## config.mk

```make
export PLATFORM = sky130hd
export DESIGN_NAME = tiny_cpu
export DESIGN_NICKNAME = d
export VERILOG_FILES = /design/src/rtl/tiny_cpu_pkg.sv /design/src/rtl/tiny_cpu_regfile.sv /design/src/rtl/tiny_cpu.sv
export SDC_FILE = /design/constraint.sdc
export NUM_CORES = 1
export LEC_CHECK = 0
export ABC_AREA = 1
export BUFFER_PORTS_ARGS = -buffer_cell sky130_fd_sc_hd__buf_2
export CAP_MARGIN = 25
export CORE_ASPECT_RATIO = 0.7
export CORE_UTILIZATION = 40
export CTS_BUF_LIST = sky130_fd_sc_hd__clkbuf_16
export DETAILED_ROUTE_END_ITERATION = 16
export GPL_ROUTABILITY_DRIVEN = 0
export PLACE_DENSITY = 0.68
export SYNTH_ARGS = -nofsm -noshare
export SYNTH_HDL_FRONTEND = slang
export SYNTH_SLANG_ARGS = --single-unit
```

## constraint.sdc

```tcl
create_clock -name clk -period 6.44 [get_ports clk]
set_input_delay 1.288 -clock clk [delete_from_list [all_inputs] [get_ports clk]]
set_output_delay 1.288 -clock clk [all_outputs]
set_load 0.01 [all_outputs]
```

## src/rtl/tiny_cpu_pkg.sv

```systemverilog
// Shared definitions for the tiny CPU: opcodes, instruction layout, fixed widths.
package tiny_cpu_pkg;

  localparam int DW   = 8;
  localparam int AW   = 8;
  localparam int IW   = 24;
  localparam int NREG = 8;
  localparam int RW   = $clog2(NREG);

  localparam int OP_LSB  = 20;
  localparam int RD_LSB  = 16;
  localparam int RS1_LSB = 12;
  localparam int RS2_LSB = 8;
  localparam int IMM_LSB = 0;

  typedef enum logic [3:0] {
    OP_NOP  = 4'h0, OP_ADD = 4'h1, OP_SUB = 4'h2, OP_AND = 4'h3,
    OP_OR   = 4'h4, OP_XOR = 4'h5, OP_ADDI = 4'h6, OP_LDI = 4'h7,
    OP_LD   = 4'h8, OP_ST  = 4'h9, OP_JMP = 4'hA, OP_BZ  = 4'hB,
    OP_BNZ  = 4'hC, OP_MOV = 4'hD, OP_NOT = 4'hE, OP_HLT = 4'hF
  } opcode_e;

  // Bit-exact overlay of the 24-bit instruction word; pad bits are don't-care.
  typedef struct packed {
    opcode_e         op;
    logic            pad0;
    logic [RW-1:0]   rd;
    logic            pad1;
    logic [RW-1:0]   rs1;
    logic            pad2;
    logic [RW-1:0]   rs2;
    logic [DW-1:0]   imm;
  } instr_t;

endpackage

```

## src/rtl/tiny_cpu_regfile.sv

```systemverilog
// 8x8 register file: two combinational read ports, one synchronous write port, no reset.
module tiny_cpu_regfile
  import tiny_cpu_pkg::*;
(
  input  logic          clk,
  input  logic          we_i,
  input  logic [RW-1:0] wa_i,
  input  logic [DW-1:0] wd_i,
  input  logic [RW-1:0] ra1_i,
  input  logic [RW-1:0] ra2_i,
  output logic [DW-1:0] rd1_o,
  output logic [DW-1:0] rd2_o
);

  // Left unreset so contents survive reset and can be preloaded by hierarchy.
  logic [DW-1:0] rf [0:NREG-1];

  always_ff @(posedge clk) begin
    if (we_i) rf[wa_i] <= wd_i;
  end

  assign rd1_o = rf[ra1_i];
  assign rd2_o = rf[ra2_i];

endmodule

```

## src/rtl/tiny_cpu.sv

```systemverilog
// Single-cycle 8-bit load/store core: combinational decode of rom_data, one instruction per clock.
module tiny_cpu
  import tiny_cpu_pkg::*;
(
  input  logic          clk,
  input  logic          rst_,
  output logic [AW-1:0] rom_addr,
  input  logic [IW-1:0] rom_data,
  output logic [AW-1:0] ram_addr,
  output logic [DW-1:0] ram_wdat,
  input  logic [DW-1:0] ram_rdat,
  output logic          ram_rd_,
  output logic          ram_wr_
);

  instr_t        ins;
  logic [AW-1:0] pc_q, pc_d;
  logic [DW-1:0] rs1_v, rs2_v, ea, wd;
  logic          we, rd_n, wr_n;
  logic [AW-1:0] addr;
  logic [DW-1:0] wdat;
  logic          unused_pad;

  assign ins        = instr_t'(rom_data);
  assign unused_pad = ^{ins.pad0, ins.pad1, ins.pad2};
  assign ea         = rs1_v + ins.imm;

  tiny_cpu_regfile regfile (
    .clk   (clk),
    .we_i  (we),
    .wa_i  (ins.rd),
    .wd_i  (wd),
    .ra1_i (ins.rs1),
    .ra2_i (ins.rs2),
    .rd1_o (rs1_v),
    .rd2_o (rs2_v)
  );

  always_comb begin
    pc_d = pc_q + 8'd1;
    we   = 1'b0;
    wd   = '0;
    rd_n = 1'b1;
    wr_n = 1'b1;
    addr = '0;
    wdat = '0;
    case (ins.op)
      OP_NOP:  ;
      OP_ADD:  begin we = 1'b1; wd = rs1_v + rs2_v;  end
      OP_SUB:  begin we = 1'b1; wd = rs1_v - rs2_v;  end
      OP_AND:  begin we = 1'b1; wd = rs1_v & rs2_v;  end
      OP_OR:   begin we = 1'b1; wd = rs1_v | rs2_v;  end
      OP_XOR:  begin we = 1'b1; wd = rs1_v ^ rs2_v;  end
      OP_ADDI: begin we = 1'b1; wd = ea;             end
      OP_LDI:  begin we = 1'b1; wd = ins.imm;        end
      OP_LD:   begin we = 1'b1; wd = ram_rdat; rd_n = 1'b0; addr = ea; end
      OP_ST:   begin wr_n = 1'b0; addr = ea; wdat = rs2_v; end
      OP_JMP:  pc_d = ins.imm;
      OP_BZ:   if (rs1_v == '0) pc_d = ins.imm;
      OP_BNZ:  if (rs1_v != '0) pc_d = ins.imm;
      OP_MOV:  begin we = 1'b1; wd = rs1_v;          end
      OP_NOT:  begin we = 1'b1; wd = ~rs1_v;         end
      OP_HLT:  pc_d = pc_q;
    endcase
    // Reset is asynchronous, so memory strobes and register writes are masked combinationally too.
    if (!rst_) begin
      we   = 1'b0;
      rd_n = 1'b1;
      wr_n = 1'b1;
      addr = '0;
      wdat = '0;
    end
  end

  always_ff @(posedge clk or negedge rst_) begin
    if (!rst_) pc_q <= '0;
    else       pc_q <= pc_d;
  end

  assign rom_addr = pc_q;
  assign ram_addr = addr;
  assign ram_wdat = wdat;
  assign ram_rd_  = rd_n;
  assign ram_wr_  = wr_n;

endmodule

```

==> results of run 1 <==
## how the worst max path moves through the flow
| stage | start | endpoint | slack, ns | depth (start not counted) |
|---|---|---|---|---|
| after floorplan | rom_data[12] | ram_addr[6] | 1.76 | 16 |
| after global placement | rom_data[12] | ram_addr[6] | 0.79 | 17 |
| after detailed placement | rom_data[12] | ram_addr[6] | 0.73 | 17 |
| after CTS | rom_data[12] | ram_addr[6] | 0.71 | 17 |
| after global routing | rom_data[12] | ram_addr[6] | 0.46 | 17 |
| final | rom_data[12] | ram_addr[6] | 0.64 | 17 |
## placed cells by master, fill, tap and decap left out, drive strengths merged, types with 2 or more instances in the layout
cell type,instances
xor2,17
edfxtp,64
nand2,258
nor2,62
clkinv,5
o21ai,30
buf,57
or2,3
o2111ai,4
o211ai,14
dfrtp,8
a21oi,24
a211oi,2
o31ai,2
clkbuf,9
a32o,2
a31oi,2
inv,136
nor3,4
a21o,2
fa,2
nand3b,9
a221oi,2
o221ai,4
nand3,111
xnor2,2
ha,32
## power groups by stage
stage               sequential [uW]  clock [uW]  combinational [uW]
floorplan                       603           0                 306
CTS                             588         502                 438
finish                          589         497                 443
detailed placement              598           0                 436
global placement                597           0                 427
global route                    593         517                 501
## metrics by stage
stage / hold slack, ns / utilization (%) / total power, uW
finish: 0.541 / 46.3 / 1530
global route: 0.552 / 46.3 / 1610
CTS: 0.534 / 46.3 / 1530
detailed placement: 0.519 / 44.3 / 1030
global placement: 0.520 / 44.3 / 1020
floorplan: 0.555 / - / 910
## sequential cells by signal, summed over array words and instances (netlist names)
name        count
regfile.rf     64
rom_addr        8
## cells by family after synthesis
logic type	count (synthesis)
DFF	72
buffers and inverters	160
xor gates and xnor gates	19
and+or+nand+nor	448
AOI/OAI and AO/OA	90
adders and majority gates	34
## final cells by class
class,instances,area [um^2],share of cell area [%]
multi-input combinational,591,3110,47.4
sequential,72,2120,32.4
inverter,136,510,7.79
timing repair buffer,57,288,4.39
tap,190,238,3.63
clock buffer,9,225,3.44
clock inverter,7,63.8,0.974
## worst max-delay path, cell delays in order
cell and delay [ns]:
buf_2 0.34, inv_2 0.53, nand2_1 0.13, nand3_1 0.10
nand3_1 0.11, nand2_2 0.15, inv_1 0.09, ha_1 0.23
fa_1 0.46, nand3_1 0.09, nand2_1 0.12, a21o_1 0.18
a21oi_1 0.14, xor2_1 0.21, inv_1 0.06, nor2_1 0.11
buf_2 0.16
## synth_stat cells, types with 2 or more instances
cell type,n
a21o_1,2
o221ai_1,4
a221oi_1,2
nand3_2,2
nand3_1,109
nor2_4,2
o31ai_1,2
xnor2_1,2
o21ai_0,27
nand3b_1,9
buf_4,2
nand2_1,248
fa_1,2
a21oi_1,24
nand2_4,2
dfrtp_1,8
nor3_1,4
ha_1,32
o2111ai_1,4
a211oi_1,2
clkbuf_1,5
inv_1,133
xor2_1,17
nand2_2,8
a31oi_1,2
buf_6,6
o211ai_1,14
inv_2,2
edfxtp_1,64
a32o_1,2
buf_2,10
o21ai_2,2
or2_2,3
nor2_1,59
## per-layer routing
layer  global-route usage, %  wire [um]
met5                       0          0
met4                    7.00        216
met3                    3.92       1620
met2                    32.1       6930
met1                    35.2       8120
==> impl_metrics.ini, run 1 <==
[clocking]
cts_max_path_buffers = 2
h-tree-depth = 3
postCtsSetupBuffers = 0
cts_sinks = 72
cts_tree = built
cts_made_buffers = 9
hold_buffers = 0
clockRootBuffer = clkbuf_16
clkTransAtPathRegs_ns = 0.06
cts_resized = 0
clock_latency_ns = 0.34

[power]
combPwrFrac_pct = 29.0
power_frac_seq_pct = 38.5
powerDensity_mw_per_mm2 = 233
clockPowerShare_pct = 32.5
ir_drop_mv = 0.125
p_sw_share_pct = 34.0
p_leak_uw = 0.00322
p_int_uw = 1010
p_sw_uw = 521

[flow_run]
max-cap-violations = 0

[grt]
grt_pass1_wl_mm = 27.2
grt_pass1_vias = 5256
antenna_found_initial = 0
grtUsageTotal_pct = 22.9
grt_overflow = 0
grt_max_degree = 46

[logic_synthesis]
ys_async_sr_fraction_pct = 11.1
synth_top_area_share_pct = 32.6
synth.distinct_cells = 41
synth_edf_count = 64
ys_warn_count = 0
synth_top_area_cell = edfxtp_1
synth_xor_area_share_pct = 2.82
synth_compound_area_share_pct = 9.60
synthTopCellsByArea = edfxtp_1 33%, nand2_1 16%, nand3_1 9.3%
synth_mux_area_share_pct = 0
synthSimpleGateAreaFrac_pct = 32.8
synth.net_count = 891
synth_top_flop_cell = edfxtp_1
ys_ff_latch = 72
synthAdderAreaFrac_pct = 7.47
synth_top_family_by_area = simple AND/OR/NAND/NOR gates
synth-seq-area-share_pct = 36.0
synth_area_per_cell_um2 = 7.16
synthCells = 823
netlist_area_mm2 = 0.00589

[critical_path]
r2r_end = regfile.rf[4][6]$_DFFE_PP_
worstSetupStartpointType = input pin
r2r_cells = 17
cp_max_fo = 38
critPathArrivalTime_ns = 4.51
cp-end-kind = primary output
worst-setup-path-type = in -> out
r2r-start = regfile.rf[2][1]$_DFFE_PP_
cp_data_required_time_ns = 5.15
r2r_slack_ns = 2.87

[final_layout]
num_antenna_cells = 0
design_area_mm2 = 0.00655
fin_cells = 1062
area_growth_pct = 11.2
fin_nets = 935
fill_cells = 1468
final_layout_size_suffix_gt1_share_pct = 10.7

[sta]
slew_headroom_pct = 40.0
finalCritPeriodShare_pct = 90.0
finalHoldViolCount = 0
max_freq_mhz = 173
setup_slack_ns = 0.645
worst_pin_slew_ns = 0.896
drv_slew = 0
setup_viol = 0
period_minus_slack_ns = 5.80
clock-skew-final_ns = 0.00834
rsz0062_at_grt = no
setup_tns_ns = 0

[routing]
routed_wl_mm = 16.9
drt-wirelength-per-cell_um = 15.9
final_antenna_net_count = 0
vias = 5616
drcViolationCount = 0
drtPass1Iterations = 5
drt_iter0_drc = 523
via_per_inst = 5.29

[worst_hold_path]
min_path_cells = 2
hold_class = reg -> reg
min_to = rom_addr[1]$_DFFE_PN0P_
worstHoldStart = rom_addr[1]$_DFFE_PN0P_

[die]
fp.dieArea_mm2 = 0.0152
die_h_um = 104
coreArea_mm2 = 0.0141
die-width_um = 147
start_util_pct = 41.7
io-pin-count = 60
fp-row-count = 36

[status]
status = finished, final reports clean

[placed_design]
dp_cells = 1046
place_worst_setup_slack_ns = 0.731
io_buffers = 56
hpwl_mm = 12.6
place_area_mm2 = 0.00626
No activity file was read; power rests on OpenSTA's default activity.
==> run 2: changes to the inputs <==
- BUFFER_PORTS_ARGS: -buffer_cell sky130_fd_sc_hd__buf_2 -> unset
- DONT_BUFFER_PORTS: unset -> 1
- PLACE_DENSITY: 0.68 -> 0.64
==> run 2 against run 1 <==
Against the previous run: non-clock buffer count is 53 lower; clock skew is 0.0038 ns higher; combinational power is 14% lower; sequential share of layout area is 1.3 points higher; wire length is 2.6% higher; highest routed layer unchanged; first-iteration DRC count is 3.3% higher; via count is 4.0% lower.
==> impl_metrics.ini, run 2 (same netlist as run 1, synthesis figures left out) <==
[status]
status = finished, final reports clean

[final_layout]
multi_input_area_mm2 = 0.00311
num_antenna_cells = 0
regArea_mm2 = 0.00212
final_common_cell = nand2_1
fill_cells = 1459
mostFrequentLayoutCells = 248 x nand2_1, 134 x inv_1, 109 x nand3_1
fin_nets = 882
final_layout_size_suffix_gt1_share_pct = 4.77
max_flop_register = regfile.rf
area_growth_pct = 6.92
fin_cells = 1008
largest_reg_flops = 64

[routing]
drt-wirelength-per-cell_um = 17.2
wl_met2_mm = 7.00
met1_length_mm = 8.75
wl_met3_mm = 1.46
drt_iter0_drc = 540
vias = 5390
drtPass1Iterations = 5
final_antenna_net_count = 0
routed_wl_mm = 17.3
top_layer_used = met4
drcViolationCount = 0
via_per_inst = 5.35

[power]
p_int_uw = 988
combPwrFrac_pct = 25.7
p_sw_share_pct = 33.6
power_frac_seq_pct = 40.6
powerDensity_mw_per_mm2 = 236
p_leak_uw = 0.00299
ir_drop_mv = 0.139
clockPowerShare_pct = 33.7
p_sw_uw = 499

[grt]
grt_overflow = 0
grtUsageTotal_pct = 23.5
antenna_found_initial = 0
grt_max_degree = 47
grt_pass1_vias = 4847
grt_pass1_wl_mm = 27.5

[worst_hold_path]
worstHoldStart = rom_addr[1]$_DFFE_PN0P_
hold_class = reg -> reg
min_path_cells = 2
min_to = rom_addr[1]$_DFFE_PN0P_

[die]
fp-row-count = 36
die-width_um = 147
coreArea_mm2 = 0.0141
die_h_um = 104
io-pin-count = 60
fp.dieArea_mm2 = 0.0152
start_util_pct = 41.7

[clocking]
hold_buffers = 0
clkTransAtPathRegs_ns = 0.06
clockRootBuffer = clkbuf_16
cts_resized = 0
cts_sinks = 72
cts_tree = built
cts_made_buffers = 9
h-tree-depth = 3
cts_max_path_buffers = 2
postCtsSetupBuffers = 0
clock_latency_ns = 0.34

[critical_path]
worstSetupStartpointType = input pin
r2r_cells = 17
cp_max_fo = 38
r2r_end = regfile.rf[4][6]$_DFFE_PP_
r2r-start = regfile.rf[2][0]$_DFFE_PP_
cp_data_required_time_ns = 5.15
crit_family = simple AND/OR/NAND/NOR gates
crit_top_cell = nand3_1
worst-path-buf-inv = 3
cp-end-kind = primary output
cpPeakStageDelay_ns = 0.46
r2r_slack_ns = 2.91
path_cells = inv_2, nand2_1, nand3_1, nand3_1, nand2_2, inv_1, ha_1, fa_1, nand3_1, nand2_1, a21o_1, a21oi_1, xor2_1, inv_1, nor2_1
cp_slowest_cell = fa_1
worst-setup-path-type = in -> out
critPathArrivalTime_ns = 3.88
crit_start = rom_data[12]

[sta]
rsz0062_at_grt = no
drv_slew = 0
finalHoldViolCount = 0
period_minus_slack_ns = 5.17
slew_headroom_pct = 34.3
worst_pin_slew_ns = 0.982
max_freq_mhz = 193
finalCritPeriodShare_pct = 80.3
setup_viol = 0
clock-skew-final_ns = 0.0122
setup_tns_ns = 0
hold_ws_ns = 0.610

[placed_design]
hpwl_mm = 12.7
io_buffers = 0
dp_cells = 990

[flow_run]
max-cap-violations = 0
run 2: changes by cell type in the layout (fill, tap and decap cells not counted):
cell      delta
buf_2       -56
clkinv_2     -2
buf_4        +1
clkinv_4     +1
buf_6        +2
run 2: power groups by stage:
stage | logic (uW) | clock network [uW] | registers [uW]
2_1_floorplan | 306 | 0 | 603
3_3_place_gp | 368 | 0 | 612
3_5_place_dp | 372 | 0 | 613
4_1_cts | 374 | 506 | 603
5_1_grt | 434 | 528 | 607
6_report | 382 | 501 | 604
run 2: metal layers:
layer / global-route usage, % / vias up
met2: 32.0 / 235
met5: 0 / -
li1: - / 2661
met4: 4.86 / 0
met3: 5.15 / 12
met1: 37.2 / 2482
run 2: metrics by stage:
stage               setup slack (ns)  total power, uW  utilization (%)  cell area (um^2)
finish                          1.27             1490             44.6              6300
global route                    1.07             1570             44.6              6300
floorplan                       1.76              910                -              5890
CTS                             1.31             1480             44.4              6270
global placement                1.32              980             42.3              5980
detailed placement              1.32              984             42.3              5990
run 2: tightest hold or removal path: stages (launching register included):
cell     delay [ns]
dfrtp_1        0.44
nand2_1        0.08
nand2_1        0.06
run 2: worst max path at each step:
stage / endpoint / slack (ns) / depth (start not counted)
6_report: ram_addr[6] / 1.27 / 15
5_1_grt: ram_addr[6] / 1.07 / 15
4_1_cts: ram_addr[6] / 1.31 / 15
3_5_place_dp: ram_addr[6] / 1.32 / 15
3_3_place_gp: ram_addr[6] / 1.32 / 15
2_1_floorplan: ram_addr[6] / 1.76 / 16
run 2: final cells by class:
type                       instances  share of cell area [%]
sequential                        72                    33.7
inverter                         136                    8.10
tap                              190                    3.77
clock buffer                       9                    3.57
multi-input combinational        591                    49.3
timing repair buffer               4                   0.596
clock inverter                     6                   0.993
==> run 3: changes to the inputs <==
- clock period: 6.44 -> 4.8 ns (I/O delays scaled with it)
==> run 3 against run 2 <==
Against the previous run: non-clock buffer count increased by 6; cell count grew 0.69%; die area unchanged; global-route usage fell by 0.21 points; highest routed layer unchanged; power up 35%; clock power is 37% higher; sequential power increased by 34%; cell area grew 0.73%; wire length is 1.3% higher; clock-buffer cell count unchanged; setup slack got worse by 0.76 ns; flip-flop and latch count did not move.
==> impl_metrics.ini, run 3 (same netlist as run 1, synthesis figures left out) <==
[final_layout]
final_util_pct = 44.9
fill_cells = 1457
largest_reg_flops = 64
mostFrequentLayoutCells = 248 x nand2_1, 134 x inv_1, 109 x nand3_1
final_layout_size_suffix_gt1_share_pct = 5.58
max_flop_register = regfile.rf
num_antenna_cells = 0
area_growth_pct = 7.71
fin_cells = 1015
fin_nets = 888
final_common_cell = nand2_1
design_area_mm2 = 0.00635

[sta]
rsz0062_at_grt = no
setup_tns_ns = 0
finalCritPeriodShare_pct = 89.5
clock-skew-final_ns = 0.00793
max_freq_mhz = 233
slew_headroom_pct = 31.7
setup_viol = 0
period_minus_slack_ns = 4.30
finalHoldViolCount = 0
drv_slew = 0
worst_pin_slew_ns = 1.02

[die]
fp.dieArea_mm2 = 0.0152
coreArea_mm2 = 0.0141
die_h_um = 104
fp-row-count = 36
die-width_um = 147
start_util_pct = 41.7
io-pin-count = 60

[placed_design]
io_buffers = 0
hpwl_mm = 12.9
place_area_mm2 = 0.00603
dp_cells = 996

[critical_path]
worstSetupStartpointType = input pin
cp_slowest_cell = fa_1
crit_top_cell = nand3_1
r2r_cells = 19
cp_num_cells = 15
cpPeakStageDelay_ns = 0.46
worst-path-buf-inv = 3
worst-setup-path-type = in -> out
path_cells = inv_2, nand2_1, nand3_1, nand3_1, nand2_2, inv_1, ha_1, fa_1, nand3_1, nand2_1, a21o_1, a21oi_1, xor2_1, inv_1, nor2_1
critPathArrivalTime_ns = 3.34
cp_max_fo = 38
cp_data_required_time_ns = 3.84
cp-end-kind = primary output
crit_family = simple AND/OR/NAND/NOR gates

[clocking]
cts_made_buffers = 9
postCtsSetupBuffers = 0
cts_resized = 0
cts_max_path_buffers = 2
h-tree-depth = 3
clockRootBuffer = clkbuf_16
cts_tree = built
clock_latency_ns = 0.34
hold_buffers = 0
clkTransAtPathRegs_ns = 0.06
cts_sinks = 72

[power]
clockPowerShare_pct = 34.1
ir_drop_mv = 0.183
p_int_uw = 1330
p_sw_share_pct = 33.8
combPwrFrac_pct = 25.7
powerDensity_mw_per_mm2 = 317
p_leak_uw = 0.00302
power_uw = 2010
power_frac_seq_pct = 40.2
p_sw_uw = 681

[grt]
grt_pass1_wl_mm = 27.0
grtUsageTotal_pct = 23.3
grt_max_degree = 47
grt_overflow = 0
antenna_found_initial = 0
grt_pass1_vias = 4647

[flow_run]
max-cap-violations = 0

[routing]
drcViolationCount = 0
final_antenna_net_count = 0
drt-wirelength-per-cell_um = 17.3
vias = 5414
drt_iter0_drc = 684
drtPass1Iterations = 5
via_per_inst = 5.33
routed_wl_mm = 17.6

[status]
status = finished, final reports clean

[worst_hold_path]
hold_class = in -> async
run 3: cell count changes in the layout (fill, tap and decap cells not counted), sizes merged:
cell  delta
buf      +6
inv      +1
run 3: final timing paths:
kind | start | to | slack [ns]
min reg2reg | rom_addr[1]$_DFFE_PN0P_ | rom_addr[1]$_DFFE_PN0P_ | 0.62
max in group asynchronous | rst_ | rom_addr[3]$_DFFE_PN0P_ | 4.42
min in group clk | rom_addr[1]$_DFFE_PN0P_ | rom_addr[1]$_DFFE_PN0P_ | 0.62
min | rst_ | rom_addr[2]$_DFFE_PN0P_ | 0.31
max | rom_data[12] | ram_addr[6] | 0.50
max reg2reg | regfile.rf[5][1]$_DFFE_PP_ | regfile.rf[6][6]$_DFFE_PP_ | 1.17
run 3: stage by stage:
step                      setup WS (ns)  hold WS [ns]
final                             0.505         0.307
after global routing              0.350         0.298
after CTS                         0.529         0.297
after detailed placement          0.519         0.599
after global placement            0.552         0.587
after floorplan                   0.778         0.555
run 3: power by group through the flow:
stage | Clock [uW] | Sequential [uW] | Combinational, uW
2_1_floorplan | 0 | 809 | 411
3_3_place_gp | 0 | 821 | 499
3_5_place_dp | 0 | 822 | 506
4_1_cts | 697 | 809 | 509
5_1_grt | 717 | 815 | 581
6_report | 686 | 810 | 518
run 3: cell type report:
class,instances,area [um^2],area share [%]
Timing Repair Buffer,10,75.1,1.18
Clock inverter,7,71.3,1.12
Tap cell,190,238,3.75
Clock buffer,9,225,3.55
Inverter,136,510,8.04
Sequential cell,72,2120,33.4
Multi-Input combinational cell,591,3110,48.9
run 3: layer usage:
layer  global-route usage, %  wire, um
met5                       0         0
met1                    37.7      8800
met4                    4.64       189
met3                    5.24      1760
met2                    30.7      6810
